==> src/rtl/multicycle_control_if.sv <==
// ---------------------------------------------------------------------------
// multicycle_control_if
// Memory-side handshake bundle for the multi-cycle control FSM.
// Carries the instruction-fetch request/response and the data-memory
// request/ack so the controller and the memory models share one port.
//   imem_req    controller -> imem   fetch request
//   imem_rdata  imem -> controller   instruction word (valid with imem_ready)
//   imem_ready  imem -> controller   fetch acknowledge
//   dmem_req    controller -> dmem   data access request
//   dmem_we     controller -> dmem   1 = store, 0 = load
//   dmem_ready  dmem -> controller   load data valid / store accepted
// master = controller side, slave = memory side.
// ---------------------------------------------------------------------------
interface multicycle_control_if;
   logic        imem_req;
   logic [31:0] imem_rdata;
   logic        imem_ready;
   logic        dmem_req;
   logic        dmem_we;
   logic        dmem_ready;

   modport master (
      output imem_req,
      output dmem_req,
      output dmem_we,
      input  imem_rdata,
      input  imem_ready,
      input  dmem_ready
   );

   modport slave (
      input  imem_req,
      input  dmem_req,
      input  dmem_we,
      output imem_rdata,
      output imem_ready,
      output dmem_ready
   );
endinterface

==> src/rtl/multicycle_control.sv <==
// ---------------------------------------------------------------------------
// multicycle_control
// Multi-cycle RV32 control FSM. Latches each fetched instruction and walks it
// through FETCH/DECODE/EXEC/MEM/WB, waiting on the memory handshakes with a
// bounded wait and trapping on unsupported encodings. Counts retirements.
// Ports:
//   clk, rst_n        clock (rising edge), asynchronous active-low reset
//   mem               memory handshake bundle (master side)
//   i_start           leave IDLE and start fetching
//   i_zero            ALU result == 0
//   i_signed_bit      ALU result sign (rs1 < rs2 after sub)
//   o_instr           latched instruction register
//   o_alu_op          ALU operation select
//   o_alu_src         1 = immediate operand B
//   o_shift_i         1 = shamt operand (slli/srli)
//   o_reg_we          register file write enable
//   o_mem_to_reg      1 = write back load data
//   o_write_pc4       1 = write back PC+4
//   o_pc_we           PC update strobe, one cycle per retired instruction
//   o_pc_src          1 = branch/jump target
//   o_jalr            1 = target from ALU (rs1+imm)
//   o_state           current FSM state
//   o_trap            sticky fault flag
//   o_trap_cause      1 illegal, 2 imem timeout, 3 dmem timeout
//   o_instret         retired-instruction counter (wraps)
// ---------------------------------------------------------------------------
module multicycle_control #(
   parameter int MEM_TIMEOUT = 16,
   parameter int CNT_W       = 32
) (
   input  logic              clk,
   input  logic              rst_n,
   multicycle_control_if.master mem,
   input  logic              i_start,
   input  logic              i_zero,
   input  logic              i_signed_bit,
   output logic [31:0]       o_instr,
   output logic [3:0]        o_alu_op,
   output logic              o_alu_src,
   output logic              o_shift_i,
   output logic              o_reg_we,
   output logic              o_mem_to_reg,
   output logic              o_write_pc4,
   output logic              o_pc_we,
   output logic              o_pc_src,
   output logic              o_jalr,
   output logic [2:0]        o_state,
   output logic              o_trap,
   output logic [1:0]        o_trap_cause,
   output logic [CNT_W-1:0]  o_instret
);

   typedef enum logic [2:0] {
      S_IDLE   = 3'd0,
      S_FETCH  = 3'd1,
      S_DECODE = 3'd2,
      S_EXEC   = 3'd3,
      S_MEM    = 3'd4,
      S_WB     = 3'd5,
      S_TRAP   = 3'd6
   } state_t;

   localparam logic [3:0] ALU_AND = 4'b0000;
   localparam logic [3:0] ALU_OR  = 4'b0001;
   localparam logic [3:0] ALU_XOR = 4'b0010;
   localparam logic [3:0] ALU_SLL = 4'b0011;
   localparam logic [3:0] ALU_SRL = 4'b0100;
   localparam logic [3:0] ALU_ADD = 4'b0101;
   localparam logic [3:0] ALU_SUB = 4'b0110;

   // The wait counter only needs to reach MEM_TIMEOUT-1; the last allowed
   // waiting cycle is the one where the counter equals that value.
   localparam int            TW   = (MEM_TIMEOUT < 2) ? 1 : $clog2(MEM_TIMEOUT);
   localparam logic [TW-1:0] LAST = TW'((MEM_TIMEOUT == 0) ? 0 : MEM_TIMEOUT - 1);

   state_t            r_state;
   state_t            w_nextState;
   logic [31:0]       r_instr;
   logic [CNT_W-1:0]  r_instret;
   logic              r_trap;
   logic [1:0]        r_trapCause;
   logic [TW-1:0]     r_waitCnt;
   logic [1:0]        w_trapCause;
   logic              w_waitExpired;
   logic              w_imemReq;
   logic              w_dmemReq;
   logic              w_dmemWe;

   logic [6:0]        w_op;
   logic [2:0]        w_f3;
   logic [6:0]        w_f7;
   logic              w_isR, w_isI, w_isLw, w_isSw, w_isBr, w_isJal, w_isJalr;
   logic              w_legal, w_taken, w_isShiftI, w_decAluSrc;
   logic [3:0]        w_funcOp, w_decAluOp;

   assign w_op = r_instr[6:0];
   assign w_f3 = r_instr[14:12];
   assign w_f7 = r_instr[31:25];

   assign w_waitExpired = (MEM_TIMEOUT != 0) && (r_waitCnt == LAST);

   // Instruction decode from the latched word: classifies the instruction,
   // flags unsupported encodings, and picks the ALU controls it will use.
   always_comb begin
      w_isR      = (w_op == 7'b0110011);
      w_isI      = (w_op == 7'b0010011);
      w_isLw     = (w_op == 7'b0000011) && (w_f3 == 3'b010);
      w_isSw     = (w_op == 7'b0100011) && (w_f3 == 3'b010);
      w_isBr     = (w_op == 7'b1100011) && (w_f3 != 3'b010) && (w_f3 != 3'b011)
                   && (w_f3 != 3'b110) && (w_f3 != 3'b111);
      w_isJal    = (w_op == 7'b1101111);
      w_isJalr   = (w_op == 7'b1100111) && (w_f3 == 3'b000);
      w_isShiftI = w_isI && ((w_f3 == 3'b001) || (w_f3 == 3'b101));

      w_funcOp = ALU_ADD;
      unique case (w_f3)
         3'b000:  w_funcOp = ALU_ADD;
         3'b001:  w_funcOp = ALU_SLL;
         3'b100:  w_funcOp = ALU_XOR;
         3'b101:  w_funcOp = ALU_SRL;
         3'b110:  w_funcOp = ALU_OR;
         3'b111:  w_funcOp = ALU_AND;
         default: w_funcOp = ALU_ADD;
      endcase

      // slt/sltu and the arithmetic shifts are not supported, so only
      // funct7=0 forms plus R-type sub are legal.
      w_legal = w_isLw || w_isSw || w_isBr || w_isJal || w_isJalr
                || (w_isR && (((w_f7 == 7'b0000000) && (w_f3 != 3'b010) && (w_f3 != 3'b011))
                              || ((w_f7 == 7'b0100000) && (w_f3 == 3'b000))))
                || (w_isI && (w_f3 != 3'b010) && (w_f3 != 3'b011)
                              && (!w_isShiftI || (w_f7 == 7'b0000000)));

      if (w_isBr || (w_isR && w_f7[5])) begin
         w_decAluOp = ALU_SUB;
      end else if (w_isR || w_isI) begin
         w_decAluOp = w_funcOp;
      end else begin
         w_decAluOp = ALU_ADD;
      end
      w_decAluSrc = w_isI || w_isLw || w_isSw || w_isJalr;

      unique case (w_f3)
         3'b000:  w_taken = i_zero;
         3'b001:  w_taken = !i_zero;
         3'b100:  w_taken = !i_zero && i_signed_bit;
         3'b101:  w_taken = !i_signed_bit;
         default: w_taken = 1'b0;
      endcase
   end

   // Next-state and strobe generation. Every strobe defaults low so only the
   // state that owns it can raise it; TRAP therefore drives nothing.
   always_comb begin
      w_nextState  = r_state;
      w_trapCause  = 2'd0;
      w_imemReq    = 1'b0;
      w_dmemReq    = 1'b0;
      w_dmemWe     = 1'b0;
      o_alu_op     = ALU_AND;
      o_alu_src    = 1'b0;
      o_shift_i    = 1'b0;
      o_reg_we     = 1'b0;
      o_mem_to_reg = 1'b0;
      o_write_pc4  = 1'b0;
      o_pc_we      = 1'b0;
      o_pc_src     = 1'b0;
      o_jalr       = 1'b0;
      unique case (r_state)
         S_IDLE: begin
            if (i_start) w_nextState = S_FETCH;
         end
         S_FETCH: begin
            w_imemReq = 1'b1;
            if (mem.imem_ready) begin
               w_nextState = S_DECODE;
            end else if (w_waitExpired) begin
               w_nextState = S_TRAP;
               w_trapCause = 2'd2;
            end
         end
         S_DECODE: begin
            if (w_legal) begin
               w_nextState = S_EXEC;
            end else begin
               w_nextState = S_TRAP;
               w_trapCause = 2'd1;
            end
         end
         S_EXEC: begin
            o_alu_op  = w_decAluOp;
            o_alu_src = w_decAluSrc;
            o_shift_i = w_isShiftI;
            if (w_isBr) begin
               o_pc_we     = 1'b1;
               o_pc_src    = w_taken;
               w_nextState = S_FETCH;
            end else if (w_isJal || w_isJalr) begin
               o_reg_we    = 1'b1;
               o_write_pc4 = 1'b1;
               o_pc_we     = 1'b1;
               o_pc_src    = 1'b1;
               o_jalr      = w_isJalr;
               w_nextState = S_FETCH;
            end else if (w_isLw || w_isSw) begin
               w_nextState = S_MEM;
            end else begin
               w_nextState = S_WB;
            end
         end
         S_MEM: begin
            o_alu_op  = w_decAluOp;
            o_alu_src = w_decAluSrc;
            w_dmemReq = 1'b1;
            w_dmemWe  = w_isSw;
            if (mem.dmem_ready) begin
               if (w_isSw) begin
                  o_pc_we     = 1'b1;
                  w_nextState = S_FETCH;
               end else begin
                  w_nextState = S_WB;
               end
            end else if (w_waitExpired) begin
               w_nextState = S_TRAP;
               w_trapCause = 2'd3;
            end
         end
         S_WB: begin
            o_alu_op     = w_decAluOp;
            o_alu_src    = w_decAluSrc;
            o_shift_i    = w_isShiftI;
            o_reg_we     = 1'b1;
            o_mem_to_reg = w_isLw;
            o_pc_we      = 1'b1;
            w_nextState  = S_FETCH;
         end
         S_TRAP: begin
            w_nextState = S_TRAP;
         end
         default: begin
            w_nextState = S_IDLE;
         end
      endcase
   end

   // State, instruction latch, retire counter, trap capture and wait counter.
   // The wait counter restarts on any state change so each FETCH/MEM visit
   // gets a fresh budget.
   always_ff @(posedge clk or negedge rst_n) begin
      if (!rst_n) begin
         r_state     <= S_IDLE;
         r_instr     <= 32'd0;
         r_instret   <= '0;
         r_trap      <= 1'b0;
         r_trapCause <= 2'd0;
         r_waitCnt   <= '0;
      end else begin
         r_state <= w_nextState;
         if ((r_state == S_FETCH) && mem.imem_ready) begin
            r_instr <= mem.imem_rdata;
         end
         if (o_pc_we) begin
            r_instret <= r_instret + CNT_W'(1);
         end
         if ((w_nextState == S_TRAP) && (r_state != S_TRAP)) begin
            r_trap      <= 1'b1;
            r_trapCause <= w_trapCause;
         end
         if (w_nextState != r_state) begin
            r_waitCnt <= '0;
         end else if ((r_state == S_FETCH) || (r_state == S_MEM)) begin
            r_waitCnt <= r_waitCnt + TW'(1);
         end
      end
   end

   assign mem.imem_req  = w_imemReq;
   assign mem.dmem_req  = w_dmemReq;
   assign mem.dmem_we   = w_dmemWe;
   assign o_instr       = r_instr;
   assign o_state       = r_state;
   assign o_trap        = r_trap;
   assign o_trap_cause  = r_trapCause;
   assign o_instret     = r_instret;

endmodule
==> src/flat_wrapper.sv <==
// flat-port wrapper written by rule: the top's interface ports become plain ports
module multicycle_control_flat 
#(
   parameter int MEM_TIMEOUT = 16,
   parameter int CNT_W       = 32
)
  (clk, rst_n, i_start, i_zero, i_signed_bit, o_instr, o_alu_op, o_alu_src, o_shift_i, o_reg_we, o_mem_to_reg, o_write_pc4, o_pc_we, o_pc_src, o_jalr, o_state, o_trap, o_trap_cause, o_instret, mem_imem_req, mem_dmem_req, mem_dmem_we, mem_imem_rdata, mem_imem_ready, mem_dmem_ready);
  multicycle_control_if mem_i ();
  input  logic clk;
  input  logic rst_n;
  input  logic i_start;
  input  logic i_zero;
  input  logic i_signed_bit;
  output logic [31:0] o_instr;
  output logic [3:0] o_alu_op;
  output logic o_alu_src;
  output logic o_shift_i;
  output logic o_reg_we;
  output logic o_mem_to_reg;
  output logic o_write_pc4;
  output logic o_pc_we;
  output logic o_pc_src;
  output logic o_jalr;
  output logic [2:0] o_state;
  output logic o_trap;
  output logic [1:0] o_trap_cause;
  output logic [CNT_W-1:0] o_instret;
  output wire logic [$bits(mem_i.imem_req)-1:0] mem_imem_req;
  output wire logic [$bits(mem_i.dmem_req)-1:0] mem_dmem_req;
  output wire logic [$bits(mem_i.dmem_we)-1:0] mem_dmem_we;
  input wire logic [$bits(mem_i.imem_rdata)-1:0] mem_imem_rdata;
  input wire logic [$bits(mem_i.imem_ready)-1:0] mem_imem_ready;
  input wire logic [$bits(mem_i.dmem_ready)-1:0] mem_dmem_ready;
  assign mem_imem_req = mem_i.imem_req;
  assign mem_dmem_req = mem_i.dmem_req;
  assign mem_dmem_we = mem_i.dmem_we;
  assign mem_i.imem_rdata = mem_imem_rdata;
  assign mem_i.imem_ready = mem_imem_ready;
  assign mem_i.dmem_ready = mem_dmem_ready;
  multicycle_control #(.MEM_TIMEOUT(MEM_TIMEOUT), .CNT_W(CNT_W)) u_core (.clk(clk), .rst_n(rst_n), .mem(mem_i), .i_start(i_start), .i_zero(i_zero), .i_signed_bit(i_signed_bit), .o_instr(o_instr), .o_alu_op(o_alu_op), .o_alu_src(o_alu_src), .o_shift_i(o_shift_i), .o_reg_we(o_reg_we), .o_mem_to_reg(o_mem_to_reg), .o_write_pc4(o_write_pc4), .o_pc_we(o_pc_we), .o_pc_src(o_pc_src), .o_jalr(o_jalr), .o_state(o_state), .o_trap(o_trap), .o_trap_cause(o_trap_cause), .o_instret(o_instret));
endmodule
==> config.mk <==
export PLATFORM = sky130hd
export DESIGN_NAME = multicycle_control_flat
export DESIGN_NICKNAME = d
export VERILOG_FILES = /design/src/rtl/multicycle_control_if.sv /design/src/rtl/multicycle_control.sv /design/src/flat_wrapper.sv
export SDC_FILE = /design/constraint.sdc
export NUM_CORES = 1
export LEC_CHECK = 0
export CAP_MARGIN = 5
export CORE_MARGIN = 4
export CORE_UTILIZATION = 41
export CTS_CLUSTER_DIAMETER = 60
export DETAILED_ROUTE_END_ITERATION = 12
export GPL_TIMING_DRIVEN = 0
export PLACE_DENSITY = 0.73
export SYNTH_ARGS = -nofsm -noshare
export SYNTH_HDL_FRONTEND = slang
export SYNTH_SLANG_ARGS = --single-unit
==> constraint.sdc <==
create_clock -name clk -period 2.2 [get_ports clk]
set_input_delay 0.33 -clock clk [delete_from_list [all_inputs] [get_ports clk]]
set_output_delay 0.33 -clock clk [all_outputs]
set_load 0.03 [all_outputs]
* Word-level counts from Yosys, hierarchy flattened
Index checks and enable logic that the tools add are counted.
W data, S select, Z words.
** Word-level totals
- Register bits after elaboration :: 74
- Bits in latches :: 0
- Memory bits (writable) :: 0
- Bits in read-only memories :: 0
- Input bits :: 39
- Output and inout bits :: 85
- Memories :: 0
** Operators by class
- $add $sub $neg :: 2
- $mul :: 0
- Divide/modulo/power cells :: 0
- Magnitude comparators :: 0
- Equal/unequal tests :: 28
- Shift-type cells :: 0
- Mux-type cells :: 42
- Bitwise operators :: 0
- Reductions and logical operators :: 44
** Operators with widths (count)
- $add A32 B1 Y32 const B :: 1
- $mux W3 :: 9
- $eq A3 B3 Y1 const B :: 8
- $eq A7 B6 Y1 const B :: 3
- $eq A7 B7 Y1 const B :: 3
- $pmux W3 S7 :: 1
- $logic_and A1 B1 Y1 :: 19
- $mux W1 :: 19
- $logic_or A1 B1 Y1 :: 16
- $mux W4 :: 4
- $pmux W3 S5 :: 1
- $eq A3 B2 Y1 const B :: 3
- $ne A3 B3 Y1 const B :: 3
- $mux W2 :: 4
- $eq A7 B2 Y1 const B :: 1
- $eq A7 B5 Y1 const B :: 1
- $logic_not A7 Y1 :: 1
- $eq A3 B1 Y1 const B :: 2
- $logic_not A3 Y1 :: 2
- $ne A3 B2 Y1 const B :: 2
- $pmux W2 S3 :: 1
- $add A4 B1 Y4 const B :: 1
- $eq A4 B4 Y1 const B :: 1
- $pmux W1 S4 :: 1
- other kinds (7) :: 9

* Longest topological paths before layout
- Depth in word-level cells :: 14
- Depth in mapped cells :: 8

* Worst setup path before layout
OpenSTA, ideal clock, no wires.
- Kind :: register to output
- Start point :: register u_core.r_state[0] (netlist: u_core.o_state[0])
- End point :: output o_shift_i
- Data arrival time :: 2674 ps
- Setup slack :: -804 ps
- Stages on the path, launching flop included :: 5
- Path buffers :: 2
- Path through :: dfrtp_1 clkbuf_1 clkbuf_1 nand3b_1 a2111oi_0
** On the way
- Word-level cells in the longest chain between the ends :: 3
- Elaborated cells between the ends (all ways) :: 4
- Those cells by class :: eq/ne (2); mux (1); reduce/logical (1)
** RTL lines
- from (decl) :: line multicycle_control.sv:76 : state_t r_state;
- from (signal assigned) :: line multicycle_control.sv:258 : r_state <= w_nextState;
- $eq A3 B3 Y1 / $eq A3 B2 Y1 (equally long branches) :: line multicycle_control.sv:169 : unique case (r_state)
- $reduce_or A2 Y1 (no line) *
- $mux W1 * :: line multicycle_control.sv:169
- to (decl) :: line flat_wrapper.sv:17 : output logic o_shift_i;
Every way passes the cells marked *; elsewhere a longest branch is shown, timed or not.

* Worst setup path in the final report
- Start point :: register u_core.r_instr[14] (netlist: u_core.o_instr[14])
- End point :: output o_pc_we
** On the way
- Word-level cells in the longest chain between the ends :: 7
- Elaborated cells between the ends (all ways) :: 18
- Those cells by class :: eq/ne (5); mux (5); reduce/logical (8)
** RTL lines
- from (decl) :: line multicycle_control.sv:78 : logic [31:0] r_instr;
- from (signal assigned) :: line multicycle_control.sv:260 : r_instr <= mem.imem_rdata;
- $ne A3 B2 Y1 :: line multicycle_control.sv:109 : w_isBr = (w_op == 7'b1100011) && (w_f3 != 3'b010) && (w_f3 != 3'b011)
- $logic_and A1 B1 Y1 (2 in series) :: line multicycle_control.sv:109
- $logic_and A1 B1 Y1 (2 in series) :: line multicycle_control.sv:110 : && (w_f3 != 3'b110) && (w_f3 != 3'b111);
- $mux W1 :: line multicycle_control.sv:194 : if (w_isBr) begin
- $pmux W1 S3 * :: line multicycle_control.sv:169
- to (decl) :: line flat_wrapper.sv:21 : output logic o_pc_we;
Marks and branches as above.

==> flow_summary_export.csv <==
group,metric,value,unit
status,status,"finished, violations left",
status,violations,"negative setup slack",
sta,fin_skew,0.00938,ns
power,p_per_area,1260,mW/mm2
synthesis,synth-async-reset-ratio,1.00,
place,dp_cells,579,
power,seqPwrFrac,0.293,
synthesis,synth-edff-count,0,
synthesis,ys_types,54,
global_route,grt_start_max_net_pins,44,
sta,hold_viol,0,
final_layout,syn2layout_area_growth,57.0,%
route,drc,0,
power,max-vdd-ir-drop,0.847,mV
sta,period_minus_slack,2.36,ns
floorplanning,initial_core_util,0.423,
setup_path,cp_max_fo,5,
power,swShare,0.418,
floorplanning,die_w,103,um
final_layout,seq_area,0.00186,mm2
synthesis,yosysWarnings,0,
global_route,grt_pass1_vias,3398,
setup_path,criticalPathCategory,"reg -> out",
route,routed_wirelength,10800,um
clocking,htreeDepth,3,
power,clockPowerShare,0.171,
floorplanning,coreArea,0.00872,mm2
sta,slew_headroom,0.535,
clocking,cts-root-buf,"clkbuf_8",
route,firstDrtPassIters,4,
final_layout,layout_commonest_cell,"clkdlybuf4s50_1",
final_layout,fillerInstances,705,
clocking,clk_path_buf_depth,2,
route,ant_nets,0,
final_layout,drive_above_1_share,0.295,
place,dpl.hpwl,7600,um
clocking,clock_sinks,74,
synthesis,synthCells,348,
final_layout,antenna_cells,0,
synthesis,yosys_register_bits,74,
synthesis,synth_area,0.00369,mm2
power,p_int,4.24,mW
route,vias,3320,
place,place_congestion,0.876,
global_route,grtUsageTotal,0.204,
clocking,cts_tree,"done",
setup_path,cp-end-kind,"primary output",
synthesis,synth_top_flop_cell,"dfrtp_1",
final_layout,multi_input_area,0.00197,mm2
setup_path,rr_worst_depth,7,
floorplanning,die_area,0.0106,mm2
global_route,antenna_found_initial,0,
sta,fmax,0.423,GHz
clocking,clock_latency,0.35,ns
route,drt-wirelength-per-cell,17.3,um
sta,worst_slew_pin_slew,0.694,ns
floorplanning,rows,34,
power,p_sw,3.04,mW
global_route,grt_overflow,0,
setup_path,reg2reg_to,"u_core.o_trap",
synthesis,syn_nets,389,
setup_path,worst-endpoint-required,1.87,ns
route,drt_iter0_markers,124,
place,pre_cts_slack,-0.522,ns
place,port_buffers,122,
final_layout,finalNonFillerCells,623,
setup_path,cp-start-kind,"flip-flop",
global_route,grt_pass1_wl,16800,um
flow_run,cap_violations,0,
final_layout,num-nets-final,551,
floorplanning,die_y,103,um
floorplanning,ios,124,
sta,period_share,1.07,
sta,finalMaxSlewViolations,0,
clocking,clk_pin_slew,0.09,ns
clocking,cts-buffers-inserted,9,
setup_path,r2r_slack,-0.11,ns
power,leakagePower,2.49,nW
min_path,hold_path.class,"in -> async",
setup_path,reg2reg_from,"u_core.o_instr[14]",
setup_path,cp.arrival,2.03,ns
final_layout,final_cell_mix,"107 x clkdlybuf4s50_1, 68 x dfrtp_1, 38 x buf_4, 30 x nand2_1, 30 x mux2_2",
synthesis,synth_seq_area_share,0.502,
sta,rsz0062_at_grt,"yes",
sta,setup_viol,9,
route,viasPerCell,5.33,
synthesis,syn_area_per_cell,10.6,um2
power,p_comb_frac,0.536,
sta,layout_setup_ws,-0.161,ns
==> synth_stat cells (3+ instances only) <==
cell type	count	share of area
nand3b_1	3	0.0061
nor4_1	7	0.012
o21ai_0	8	0.011
nor3_1	19	0.026
inv_1	9	0.0092
a21oi_1	7	0.0095
xnor2_1	18	0.043
mux2_2	30	0.092
or3_1	4	0.0068
nand4_1	4	0.0068
dfrtp_1	74	0.50
and3_1	8	0.014
buf_2	6	0.0081
nand3_1	13	0.018
and2_1	3	0.0051
nand2b_1	5	0.0085
o21ai_1	3	0.0041
or2_1	3	0.0051
clkbuf_1	7	0.0071
nand2_1	31	0.032
nor2_1	24	0.024
xor2_1	19	0.045
==> state kept, by name, indices dropped and copies added, names as in the netlist <==
name / count
u_core.o_state: 3
u_core.o_instret: 32
u_core.o_trap_cause: 2
u_core.r_waitCnt: 4
u_core.o_instr: 32
u_core.o_trap: 1
==> layer usage <==
layer / up-vias / wire length [um] / track usage
met3: 19 / 881 / 0.0670
met4: 0 / 182 / 0.0687
li1: 1549 / - / -
met1: 1641 / 4370 / 0.255
met5: - / 0 / 0
met2: 111 / 5370 / 0.336
==> worst max-delay path, stage by stage (launching register included) <==
cell     delay (ns)
dfrtp_1        0.39
buf_6          0.14
nor4b_4        0.38
a41oi_2        0.22
nor2_2         0.18
or2_1          0.14
buf_6          0.11
buf_6          0.12
==> cell families after synthesis <==
| logic type | count (synthesis) | synth area share |
|---|---|---|
| compound gates | 38 | 0.0689 |
| xor+xnor | 37 | 0.0879 |
| fa+ha+maj | 2 | 0.00679 |
| buf+inv | 24 | 0.0285 |
| flops | 74 | 0.502 |
| mux | 33 | 0.100 |
| other cells | 1 | 0.00102 |
| simple gates | 139 | 0.204 |
==> what timing repair did <==
item,in CTS,in global routing
hold buffers,1,0
pin swaps,7,24
buffers inserted,18,13
resized for setup,93,51
hold endpoints to repair,31,0
endpoints found under the setup margin,75,69
gates cloned,0,1
==> worst max path at each step <==
stage                             from                end  slack (ns)  cells past startpoint
finish              u_core.o_instr[14]            o_pc_we       -0.16                      7
global placement                 rst_n  u_core.o_instr[3]       -2.06                      1
floorplan            u_core.o_state[0]          o_shift_i      -0.009                      4
global route        u_core.o_instr[14]            o_pc_we       -0.27                      7
detailed placement      mem_imem_ready  u_core.o_instr[3]       -0.52                      5
CTS                 u_core.o_instr[14]            o_pc_we       -0.09                      7
==> power groups by stage <==
| stage | sequential (mW) | combinational (mW) | clock, mW |
|---|---|---|---|
| 2_1_floorplan | 2.83 | 1.30 | 0 |
| 6_report | 2.14 | 3.90 | 1.24 |
| 3_3_place_gp | 2.10 | 3.30 | 0 |
| 3_5_place_dp | 2.12 | 3.36 | 0 |
| 5_1_grt | 2.21 | 4.13 | 1.33 |
| 4_1_cts | 2.12 | 3.61 | 1.26 |
==> stage by stage <==
| step | setup TNS [ns] | area (um2) | utilization | total power, mW | hold WS [ns] |
|---|---|---|---|---|---|
| 4_1_cts | -1.07 | 5520 | 0.633 | 7.00 | 0.459 |
| 6_report | -0.486 | 5790 | 0.664 | 7.28 | 0.449 |
| 3_5_place_dp | -22.59 | 5090 | 0.584 | 5.48 | 0.305 |
| 5_1_grt | -3.85 | 5790 | 0.664 | 7.67 | 0.469 |
| 3_3_place_gp | -151.10 | 5070 | 0.581 | 5.40 | 0.451 |
| 2_1_floorplan | -0.00900 | 3710 | - | 4.13 | 0.0344 |
==> cell type report <==
class / instances / share of cell area
inverter: 9 / 0.00584
timing repair buffer: 155 / 0.255
clock inverter: 6 / 0.0169
clock buffer: 10 / 0.0238
buffer: 11 / 0.0138
multi-input combinational: 250 / 0.340
tap: 108 / 0.0234
sequential: 74 / 0.321
Power figures use the tool's default switching activity.
